**src/rtl/id_ex_stage.sv**
```systemverilog
// id_ex_stage: MIPS-subset decode, N-source operand forwarding, load-use interlock and a
// registered ID/EX latch with valid/ready handshake. Define ID_ILLEGAL_TRAP_EN to flag reserved instructions.
module id_ex_stage #(
   parameter int DATA_W     = 32,
   parameter int REG_ADDR_W = 5,
   parameter int FWD_STAGES = 2
) (
   input  logic                             clk,
   input  logic                             rst,
   input  logic                             in_valid,
   output logic                             in_ready,
   input  logic [DATA_W-1:0]                pc_i,
   input  logic [31:0]                      inst_i,
   output logic                             reg1_read_o,
   output logic                             reg2_read_o,
   output logic [REG_ADDR_W-1:0]            reg1_addr_o,
   output logic [REG_ADDR_W-1:0]            reg2_addr_o,
   input  logic [DATA_W-1:0]                reg1_data_i,
   input  logic [DATA_W-1:0]                reg2_data_i,
   input  logic [FWD_STAGES-1:0]            fwd_wreg_i,
   input  logic [FWD_STAGES*REG_ADDR_W-1:0] fwd_wd_i,
   input  logic [FWD_STAGES*DATA_W-1:0]     fwd_wdata_i,
   input  logic                             ex_is_load_i,
   input  logic                             flush_i,
   output logic                             stallreq_o,
   output logic                             out_valid,
   input  logic                             out_ready,
   output logic [7:0]                       aluop_o,
   output logic [2:0]                       alusel_o,
   output logic [DATA_W-1:0]                reg1_o,
   output logic [DATA_W-1:0]                reg2_o,
   output logic [REG_ADDR_W-1:0]            wd_o,
   output logic                             wreg_o,
   output logic [DATA_W-1:0]                pc_o,
   output logic                             inst_invalid_o
);
   localparam logic [5:0] OP_SPECIAL = 6'b000000, OP_ANDI = 6'b001100, OP_ORI = 6'b001101;
   localparam logic [5:0] OP_XORI = 6'b001110, OP_ADDIU = 6'b001001, OP_LUI = 6'b001111;
   localparam logic [5:0] FN_SLL = 6'b000000, FN_ADDU = 6'b100001, FN_SUBU = 6'b100011;
   localparam logic [5:0] FN_AND = 6'b100100, FN_OR = 6'b100101, FN_XOR = 6'b100110, FN_NOR = 6'b100111;
   localparam logic [7:0] EXE_NOP_OP = 8'b00000000, EXE_AND_OP = 8'b00100100, EXE_OR_OP = 8'b00100101;
   localparam logic [7:0] EXE_XOR_OP = 8'b00100110, EXE_NOR_OP = 8'b00100111, EXE_ADDU_OP = 8'b00100001;
   localparam logic [7:0] EXE_SUBU_OP = 8'b00100011, EXE_ADDIU_OP = 8'b01010110, EXE_SLL_OP = 8'b01111100;
   localparam logic [2:0] EXE_RES_NOP = 3'b000, EXE_RES_LOGIC = 3'b001, EXE_RES_SHIFT = 3'b010;
   localparam logic [2:0] EXE_RES_ARITHMETIC = 3'b100;
`ifdef ID_ILLEGAL_TRAP_EN
   localparam logic TRAP_EN = 1'b1;
`else
   localparam logic TRAP_EN = 1'b0;
`endif

   logic [5:0]            op, funct;
   logic [REG_ADDR_W-1:0] rs, rt, rd;
   logic                  dec_r1_en, dec_r2_en, dec_wreg, dec_invalid;
   logic [REG_ADDR_W-1:0] dec_wd;
   logic [7:0]            dec_aluop;
   logic [2:0]            dec_alusel;
   logic [DATA_W-1:0]     dec_imm1, dec_imm2, opnd1, opnd2;
   logic                  hazard1, hazard2, capture;

   logic                  out_valid_d, out_valid_q, wreg_d, wreg_q, inst_invalid_d, inst_invalid_q;
   logic [7:0]            aluop_d, aluop_q;
   logic [2:0]            alusel_d, alusel_q;
   logic [DATA_W-1:0]     reg1_d, reg1_q, reg2_d, reg2_q, pc_d, pc_q;
   logic [REG_ADDR_W-1:0] wd_d, wd_q;

   assign op    = inst_i[31:26];
   assign funct = inst_i[5:0];
   assign rs    = REG_ADDR_W'(inst_i[25:21]);
   assign rt    = REG_ADDR_W'(inst_i[20:16]);
   assign rd    = REG_ADDR_W'(inst_i[15:11]);

   always_comb begin
      dec_r1_en   = 1'b0;
      dec_r2_en   = 1'b0;
      dec_wreg    = 1'b0;
      dec_invalid = 1'b1;
      dec_wd      = '0;
      dec_aluop   = EXE_NOP_OP;
      dec_alusel  = EXE_RES_NOP;
      dec_imm1    = '0;
      dec_imm2    = '0;
      case (op)
         OP_ORI, OP_ANDI, OP_XORI: begin
            dec_r1_en   = 1'b1;
            dec_imm2    = DATA_W'(inst_i[15:0]);
            dec_wd      = rt;
            dec_wreg    = 1'b1;
            dec_invalid = 1'b0;
            dec_alusel  = EXE_RES_LOGIC;
            dec_aluop   = (op == OP_ORI) ? EXE_OR_OP : ((op == OP_ANDI) ? EXE_AND_OP : EXE_XOR_OP);
         end
         OP_ADDIU: begin
            dec_r1_en   = 1'b1;
            dec_imm2    = DATA_W'($signed(inst_i[15:0]));
            dec_wd      = rt;
            dec_wreg    = 1'b1;
            dec_invalid = 1'b0;
            dec_alusel  = EXE_RES_ARITHMETIC;
            dec_aluop   = EXE_ADDIU_OP;
         end
         OP_LUI: begin
            // Both operands carry the shifted immediate so the OR in EX reproduces it.
            dec_imm1    = DATA_W'({inst_i[15:0], 16'h0000});
            dec_imm2    = DATA_W'({inst_i[15:0], 16'h0000});
            dec_wd      = rt;
            dec_wreg    = 1'b1;
            dec_invalid = 1'b0;
            dec_alusel  = EXE_RES_LOGIC;
            dec_aluop   = EXE_OR_OP;
         end
         OP_SPECIAL: begin
            case (funct)
               FN_AND, FN_OR, FN_XOR, FN_NOR, FN_ADDU, FN_SUBU: begin
                  dec_r1_en   = 1'b1;
                  dec_r2_en   = 1'b1;
                  dec_wd      = rd;
                  dec_wreg    = 1'b1;
                  dec_invalid = 1'b0;
                  case (funct)
                     FN_AND:  begin dec_aluop = EXE_AND_OP;  dec_alusel = EXE_RES_LOGIC;      end
                     FN_OR:   begin dec_aluop = EXE_OR_OP;   dec_alusel = EXE_RES_LOGIC;      end
                     FN_XOR:  begin dec_aluop = EXE_XOR_OP;  dec_alusel = EXE_RES_LOGIC;      end
                     FN_NOR:  begin dec_aluop = EXE_NOR_OP;  dec_alusel = EXE_RES_LOGIC;      end
                     FN_ADDU: begin dec_aluop = EXE_ADDU_OP; dec_alusel = EXE_RES_ARITHMETIC; end
                     default: begin dec_aluop = EXE_SUBU_OP; dec_alusel = EXE_RES_ARITHMETIC; end
                  endcase
               end
               FN_SLL: begin
                  dec_r2_en   = 1'b1;
                  dec_imm1    = DATA_W'(inst_i[10:6]);
                  dec_wd      = rd;
                  dec_wreg    = 1'b1;
                  dec_invalid = 1'b0;
                  dec_aluop   = EXE_SLL_OP;
                  dec_alusel  = EXE_RES_SHIFT;
               end
               default: ;
            endcase
         end
         default: ;
      endcase
   end

   // Lowest-index (youngest) matching source wins; $0 and immediates bypass forwarding.
   function automatic logic [DATA_W-1:0] sel_operand(
      input logic                             en,
      input logic [REG_ADDR_W-1:0]            addr,
      input logic [DATA_W-1:0]                rf_data,
      input logic [DATA_W-1:0]                imm,
      input logic [FWD_STAGES-1:0]            wreg,
      input logic [FWD_STAGES*REG_ADDR_W-1:0] wd,
      input logic [FWD_STAGES*DATA_W-1:0]     wdata
   );
      logic [DATA_W-1:0] v;
      v = rf_data;
      for (int i = FWD_STAGES - 1; i >= 0; i--) begin
         if (wreg[i] && (wd[i*REG_ADDR_W +: REG_ADDR_W] == addr)) v = wdata[i*DATA_W +: DATA_W];
      end
      if (addr == '0) v = '0;
      if (!en) v = imm;
      return v;
   endfunction

   assign reg1_read_o = in_valid & dec_r1_en;
   assign reg2_read_o = in_valid & dec_r2_en;
   assign reg1_addr_o = reg1_read_o ? rs : '0;
   assign reg2_addr_o = reg2_read_o ? rt : '0;

   assign opnd1 = sel_operand(reg1_read_o, reg1_addr_o, reg1_data_i, dec_imm1, fwd_wreg_i, fwd_wd_i, fwd_wdata_i);
   assign opnd2 = sel_operand(reg2_read_o, reg2_addr_o, reg2_data_i, dec_imm2, fwd_wreg_i, fwd_wd_i, fwd_wdata_i);

   assign hazard1    = reg1_read_o && (reg1_addr_o != '0) && (reg1_addr_o == fwd_wd_i[REG_ADDR_W-1:0]);
   assign hazard2    = reg2_read_o && (reg2_addr_o != '0) && (reg2_addr_o == fwd_wd_i[REG_ADDR_W-1:0]);
   assign stallreq_o = in_valid & ex_is_load_i & fwd_wreg_i[0] & (hazard1 | hazard2);
   assign in_ready   = (~out_valid_q | out_ready) & ~stallreq_o & ~flush_i;
   assign capture    = in_valid & in_ready;

   always_comb begin
      out_valid_d    = out_valid_q;
      aluop_d        = aluop_q;
      alusel_d       = alusel_q;
      reg1_d         = reg1_q;
      reg2_d         = reg2_q;
      wd_d           = wd_q;
      wreg_d         = wreg_q;
      pc_d           = pc_q;
      inst_invalid_d = inst_invalid_q;
      if (flush_i) begin
         out_valid_d = 1'b0;
      end else if (capture) begin
         out_valid_d    = 1'b1;
         aluop_d        = dec_aluop;
         alusel_d       = dec_alusel;
         reg1_d         = opnd1;
         reg2_d         = opnd2;
         wd_d           = dec_wd;
         wreg_d         = dec_wreg;
         pc_d           = pc_i;
         inst_invalid_d = dec_invalid & TRAP_EN;
      end else if (out_valid_q && out_ready) begin
         out_valid_d = 1'b0;
      end
   end

   always_ff @(posedge clk) begin
      if (rst) begin
         out_valid_q    <= 1'b0;
         aluop_q        <= EXE_NOP_OP;
         alusel_q       <= EXE_RES_NOP;
         reg1_q         <= '0;
         reg2_q         <= '0;
         wd_q           <= '0;
         wreg_q         <= 1'b0;
         pc_q           <= '0;
         inst_invalid_q <= 1'b0;
      end else begin
         out_valid_q    <= out_valid_d;
         aluop_q        <= aluop_d;
         alusel_q       <= alusel_d;
         reg1_q         <= reg1_d;
         reg2_q         <= reg2_d;
         wd_q           <= wd_d;
         wreg_q         <= wreg_d;
         pc_q           <= pc_d;
         inst_invalid_q <= inst_invalid_d;
      end
   end

   assign out_valid      = out_valid_q;
   assign aluop_o        = aluop_q;
   assign alusel_o       = alusel_q;
   assign reg1_o         = reg1_q;
   assign reg2_o         = reg2_q;
   assign wd_o           = wd_q;
   assign wreg_o         = wreg_q;
   assign pc_o           = pc_q;
   assign inst_invalid_o = inst_invalid_q;
endmodule

```
**config.mk**
```make
export PLATFORM = sky130hd
export DESIGN_NAME = id_ex_stage
export DESIGN_NICKNAME = d
export VERILOG_FILES = /design/src/rtl/id_ex_stage.sv
export SDC_FILE = /design/constraint.sdc
export NUM_CORES = 1
export LEC_CHECK = 0
export BUFFER_PORTS_ARGS = -buffer_cell sky130_fd_sc_hd__buf_4
export CAP_MARGIN = 20
export CORE_ASPECT_RATIO = 0.7
export CORE_MARGIN = 3
export CORE_UTILIZATION = 30
export CTS_BUF_LIST = sky130_fd_sc_hd__clkbuf_2
export CTS_CLUSTER_DIAMETER = 120
export DETAILED_ROUTE_END_ITERATION = 10
export GPL_ROUTABILITY_DRIVEN = 0
export PLACE_DENSITY = 0.52
export SYNTH_ARGS = -nofsm -noshare
export SYNTH_HDL_FRONTEND = slang
export SYNTH_SLANG_ARGS = --single-unit
export TNS_END_PERCENT = 5
```
**constraint.sdc**
```tcl
create_clock -name clk -period 3.81 [get_ports clk]
set_clock_uncertainty 0.1 [all_clocks]
set_input_delay 0.381 -clock clk [delete_from_list [all_inputs] [get_ports clk]]
set_output_delay 0.381 -clock clk [all_outputs]
set_load 0.02 [all_outputs]
```
==> metrics.cfg, run 1 <==
[clocking]
cts_tree=done
cts-root-buf=clkbuf_2
h-tree-depth=3
cts_sinks=112
clk_latency_ns=0.63
cts_resized=0
clkSlewWorstSetupHoldPaths_ns=0.35
cts_buffers=9
clockBufferDepth=2

[pwr]
combPwrFrac_pct=31.2
intPower_w=0.00174
switching_share_pct=34.7
cellLeakagePower_nw=4.47
powerDensity_nw_per_um2=239
vdd.ir_drop.worst_mv=0.156
p_total_w=0.00266
p_sw_w=0.000921
seqPwrFrac_pct=48.2
clock_power_share_pct=20.5

[routing]
vias=9413
wl_mm=38.1
vias_per_cell=5.98
drtAntennaViolNets=0
drc_errors=0
firstDrtPassIters=5
post_drt_wl_per_cell_um=24.2
dr.first_iter.drc_count=936

[cells_and_area]
multiInputGateArea_um2=4560
fillers=2434
layout_commonest_cell=buf_4
finalInstanceArea_um2=11100
register_area_um2=2240
layout_common_cells=buf_4 (359), dfxtp_1 (112), dlygate4sd3_1 (88)
nets=1461
drive_gt1_share_pct=31.9
syn_to_final_growth_pct=50.8

[placed_design]
hpwl_mm=26.4
portBuffers=336
placed_area_um2=10100
dp_slack_ns=0.268

[synthesis]
synth-edff-count=0
synth_cell_type_count=54
netlist_instances=907
synth-simple-area-share_pct=16.3
ys.flop_type=dfxtp_1
synth_area_leaders=dfxtp_1 (30%), a311oi_1 (8.0%), a31oi_1 (6.8%)
ys_seq_elements=112
avgSynthCellArea_um2=8.13
synth-xor-area-share_pct=1.19
synth_top_family_by_area=compound AO/OA/AOI/OAI gates
synth_adder_area_share_pct=0
yosys.area.top_type=dfxtp_1
yosysWarnings=0
synth_top_area_share_pct=30.4
synth_compound_area_share_pct=43.8
synthArstFlopShare_pct=0
ys_seq_area_share_pct=30.4
muxShareOfSynthArea_pct=0
synthesis.area_um2=7380

[sta]
hold_viol=0
finalCritPeriodShare_pct=92.9
max-slew-margin-rel_pct=43.6
finalSetupViolations=0
totalNegativeSetupSlack_ns=0
drv_slew=0
timing.final.crit_period_ns=3.54
rsz0062_at_grt=no
tightest_slew_ns=0.841
max_freq_mhz=283
finalWorstSetupSlack_ns=0.272
hold_ws_ns=0.0651

[global_routing]
grt.overflow.total=0
gr-usage-all-layers_pct=27.2
grt_pass1_wl_mm=56.5
grt_pass1_vias=9011
antenna_found_initial=1
grt_start_max_net_pins=111

[critical_path]
path_class=primary input to output pin
cp-start-kind=primary input
crit_fanout=6
cp-end-kind=output pin
cp.required_ns=3.33
critPathArrivalTime_ns=3.06

[hold_path]
hold_class=primary input to register

[floorplan]
io_pins=339
die_y_um=137
die_x_um=193
start_util_pct=30.8
dieArea_um2=26500
core_area_um2=23900
fp-row-count=47

[flow_run]
drv_cap=0

[status]
status=finished clean

## logic make-up after synthesis
family	after synthesis
AOI/OAI and AO/OA	449
xor gates and xnor gates	10
buffers and inverters	134
DFF	112
other	1
and+or+nand+nor	201
## sequential cells by signal (all words and copies together) (netlist names)
name / cells
pc_o: 32
reg1_o: 32
reg2_o: 32
aluop_o: 6
wd_o: 5
alusel_o: 3
out_valid: 1
wreg_o: 1
## layer usage
metal  GRT usage [%]  up-vias  part of all wire, %
met4            6.58        0                  2.0
met3            6.84       42                  8.5
met1            39.2     4616                   46
met2            40.8      423                   43
li1                -     4332                    -
met5               0        -                    0
## power by group through the flow
| stage | Sequential [W] | Combinational [W] | Clock [W] |
|---|---|---|---|
| floorplan | 0.00137 | 0.000265 | 0 |
| global placement | 0.00130 | 0.000752 | 0 |
| detailed placement | 0.00130 | 0.000755 | 0 |
| CTS | 0.00128 | 0.000825 | 0.000564 |
| global route | 0.00129 | 0.000887 | 0.000606 |
| finish | 0.00128 | 0.000831 | 0.000546 |
## synth_stat cells, drive strengths merged, types with 2 or more instances
cell / count
a2111o: 2
a2111oi: 2
a211oi: 14
a21boi: 64
a21oi: 40
a22o: 2
a22oi: 56
a311oi: 67
a31oi: 80
and2: 7
and3: 68
and4: 3
and4b: 2
buf: 40
clkbuf: 86
dfxtp: 112
inv: 8
nand2: 24
nand2b: 6
nand3: 7
nand4: 34
nand4b: 3
nor2: 16
nor3: 9
nor4: 6
nor4bb: 2
o2111ai: 3
o211ai: 36
o21a: 4
o21ai: 37
o31a: 2
o31ai: 35
or2: 2
or3: 3
or4: 5
xnor2: 5
xor2: 5
## final timing paths
check | end | cells after the start | from | slack [ns]
max | in_ready | 9 | inst_i[1] | 0.27
min | reg2_o[18] | 3 | inst_i[2] | 0.07
max reg2reg | aluop_o[1] | 7 | out_valid | 1.25
min reg2reg | pc_o[4] | 2 | pc_o[4] | 0.39
## cell type report
class	count	share of cell area (%)
multi-input cells	662	41.0
well taps	318	3.58
diodes	1	0.0225
repair buffers	458	34.1
inverters	8	0.270
clock inverters	6	0.394
flip-flops and latches	112	20.2
clock buffers	10	0.450
## repair_timing
item | in CTS | in global routing
buffers inserted | 0 | 0
setup endpoints to repair | 0 | 0
endpoints found under the hold margin | 94 | 0
hold buffers | 88 | 0
## per-stage QoR
stage / cells / utilization [%]
after CTS: 1574 / 46.5
final: 1575 / 46.5
after detailed placement: 1470 / 42.4
after global routing: 1575 / 46.5
after global placement: 1470 / 42.4
after floorplan: 908 / -
## critical path, cell delays in order
cell	delay (ns)
buf_4	0.16
or4_4	0.61
a2111o_1	0.50
xor2_1	0.18
nand2_1	0.09
nand4b_1	0.31
nand2_1	0.18
nor3_1	0.41
buf_4	0.22
No activity file was read; power rests on OpenSTA's default activity.
==> run 2, diff against run 1 <==
==> constraint.sdc (replaced) <==
create_clock -name clk -period 3.81 [get_ports clk]
set_clock_uncertainty 0.1 [all_clocks]
set_input_delay 0.5715 -clock clk [delete_from_list [all_inputs] [get_ports clk]]
set_output_delay 0.5715 -clock clk [all_outputs]
set_load 0.02 [all_outputs]
==> run 2 against run 1 <==
Net effect: register-to-register slack improved by 0.41 ns; sequential cell count unchanged; critical path depth unchanged; cell area decreased by 4.7%; combinational power is 4.6% lower; core utilization decreased by 2.2 points; worst hold slack better by 0.0044 ns; first-iteration DRC count is 1.6% lower; fmax fell by 3.9%; sequential power about the same; total power decreased by 1.5%.
==> metrics.cfg, run 2 (synthesis gave the netlist of run 1 again) <==
[global_routing]
grt.overflow.total=0
antenna_found_initial=4
grt_pass1_wl_mm=55.8
gr-usage-all-layers_pct=27.0
grt_start_max_net_pins=99
grt_pass1_vias=8689

[pwr]
vdd.ir_drop.worst_mv=0.131
intPower_w=0.00170
combPwrFrac_pct=30.3
switching_share_pct=34.9
powerDensity_nw_per_um2=247
seqPwrFrac_pct=48.9
clock_power_share_pct=20.8
p_sw_w=0.000915
cellLeakagePower_nw=4.25

[sta]
timing.final.crit_period_ns=3.68
drv_slew=0
finalSetupViolations=0
max_freq_mhz=272
totalNegativeSetupSlack_ns=0
hold_ws_ns=0.0694
tightest_slew_ns=0.984
rsz0062_at_grt=no
finalCritPeriodShare_pct=96.7
hold_viol=0
max-slew-margin-rel_pct=34.4

[critical_path]
critPathArrivalTime_ns=3.01
path_class=primary input to output pin
cp.required_ns=3.14
reg2regPathDepth=5
crit_fanout=6
cp-end-kind=output pin
cp-start-kind=primary input

[clocking]
h-tree-depth=3
cts_sinks=112
cts_hold_buf=33
cts-root-buf=clkbuf_2
clockBufferDepth=2
cts_buffers=9
cts_resized=0
cts_tree=done
clkSlewWorstSetupHoldPaths_ns=0.34
cts_setup_buffers=0
clk_latency_ns=0.65

[floorplan]
die_x_um=193
fp-row-count=47
core_area_um2=23900
dieArea_um2=26500
die_y_um=137
io_pins=339
start_util_pct=30.8

[flow_run]
drv_cap=0

[cells_and_area]
fillers=2453
layout_common_cells=buf_4 (359), dfxtp_1 (112), a31oi_1 (80)
finalInstanceArea_um2=10600
multiInputGateArea_um2=4580
final_cells=1521
drive_gt1_share_pct=33.6
layout_commonest_cell=buf_4
register_area_um2=2240
final_util_pct=44.3
syn_to_final_growth_pct=43.8
nets=1407

[routing]
post_drt_wl_per_cell_um=25.0
dr.first_iter.drc_count=921
firstDrtPassIters=5
vias=9215
drtAntennaViolNets=0
vias_per_cell=6.06
drc_errors=0
wl_mm=38.0

[placed_design]
portBuffers=336
placed_area_um2=10200
hpwl_mm=26.7
placed_cells=1471

[hold_path]
hold_class=primary input to register
min_path_cells=3

[status]
status=finished clean

[run 2: final cells by class]
cell class,instances,area share (%)
sequential,112,21.1
timing repair buffer,404,30.8
multi-input combinational,662,43.2
inverter,8,0.283
clock inverter,5,0.366
antenna,2,0.0472
clock buffer,10,0.472
tap,318,3.75
[run 2: power groups by stage]
stage                     clock (W)  combinational (W)  sequential, W
after floorplan                   0           0.000266        0.00137
after global placement            0           0.000753        0.00130
after detailed placement          0           0.000756        0.00130
after CTS                  0.000560           0.000786        0.00128
after global routing       0.000597           0.000844        0.00129
final                      0.000545           0.000793        0.00128
[run 2: worst max-delay path: stages]
cell	delay, ns
buf_4	0.16
or4_4	0.61
a2111o_1	0.50
xor2_1	0.24
nand2_1	0.09
nand4b_1	0.36
nand2_1	0.24
nor3_2	0.07
buf_4	0.16
[run 2: metrics by stage]
stage	setup WS [ns]	power [W]
after detailed placement	0.171	0.00206
after floorplan	0.0628	0.00164
after CTS	0.149	0.00263
final	0.127	0.00262
after global placement	0.211	0.00205
after global routing	0.0483	0.00273
[run 2: path summary, 6_finish.rpt]
check	to	start	slack, ns
min reg2reg	pc_o[3]	pc_o[3]	0.39
min	reg1_o[7]	fwd_wdata_i[7]	0.07
max	in_ready	inst_i[1]	0.13
max reg2reg	reg2_o[20]	out_valid	1.66
[run 2: routing by layer]
metal	up-vias	global-route usage (%)	routed length [um]
met2	466	39.4	16200
met3	41	7.77	3650
met5	-	0	28
li1	4236	-	-
met1	4468	38.8	17400
met4	4	7.23	750
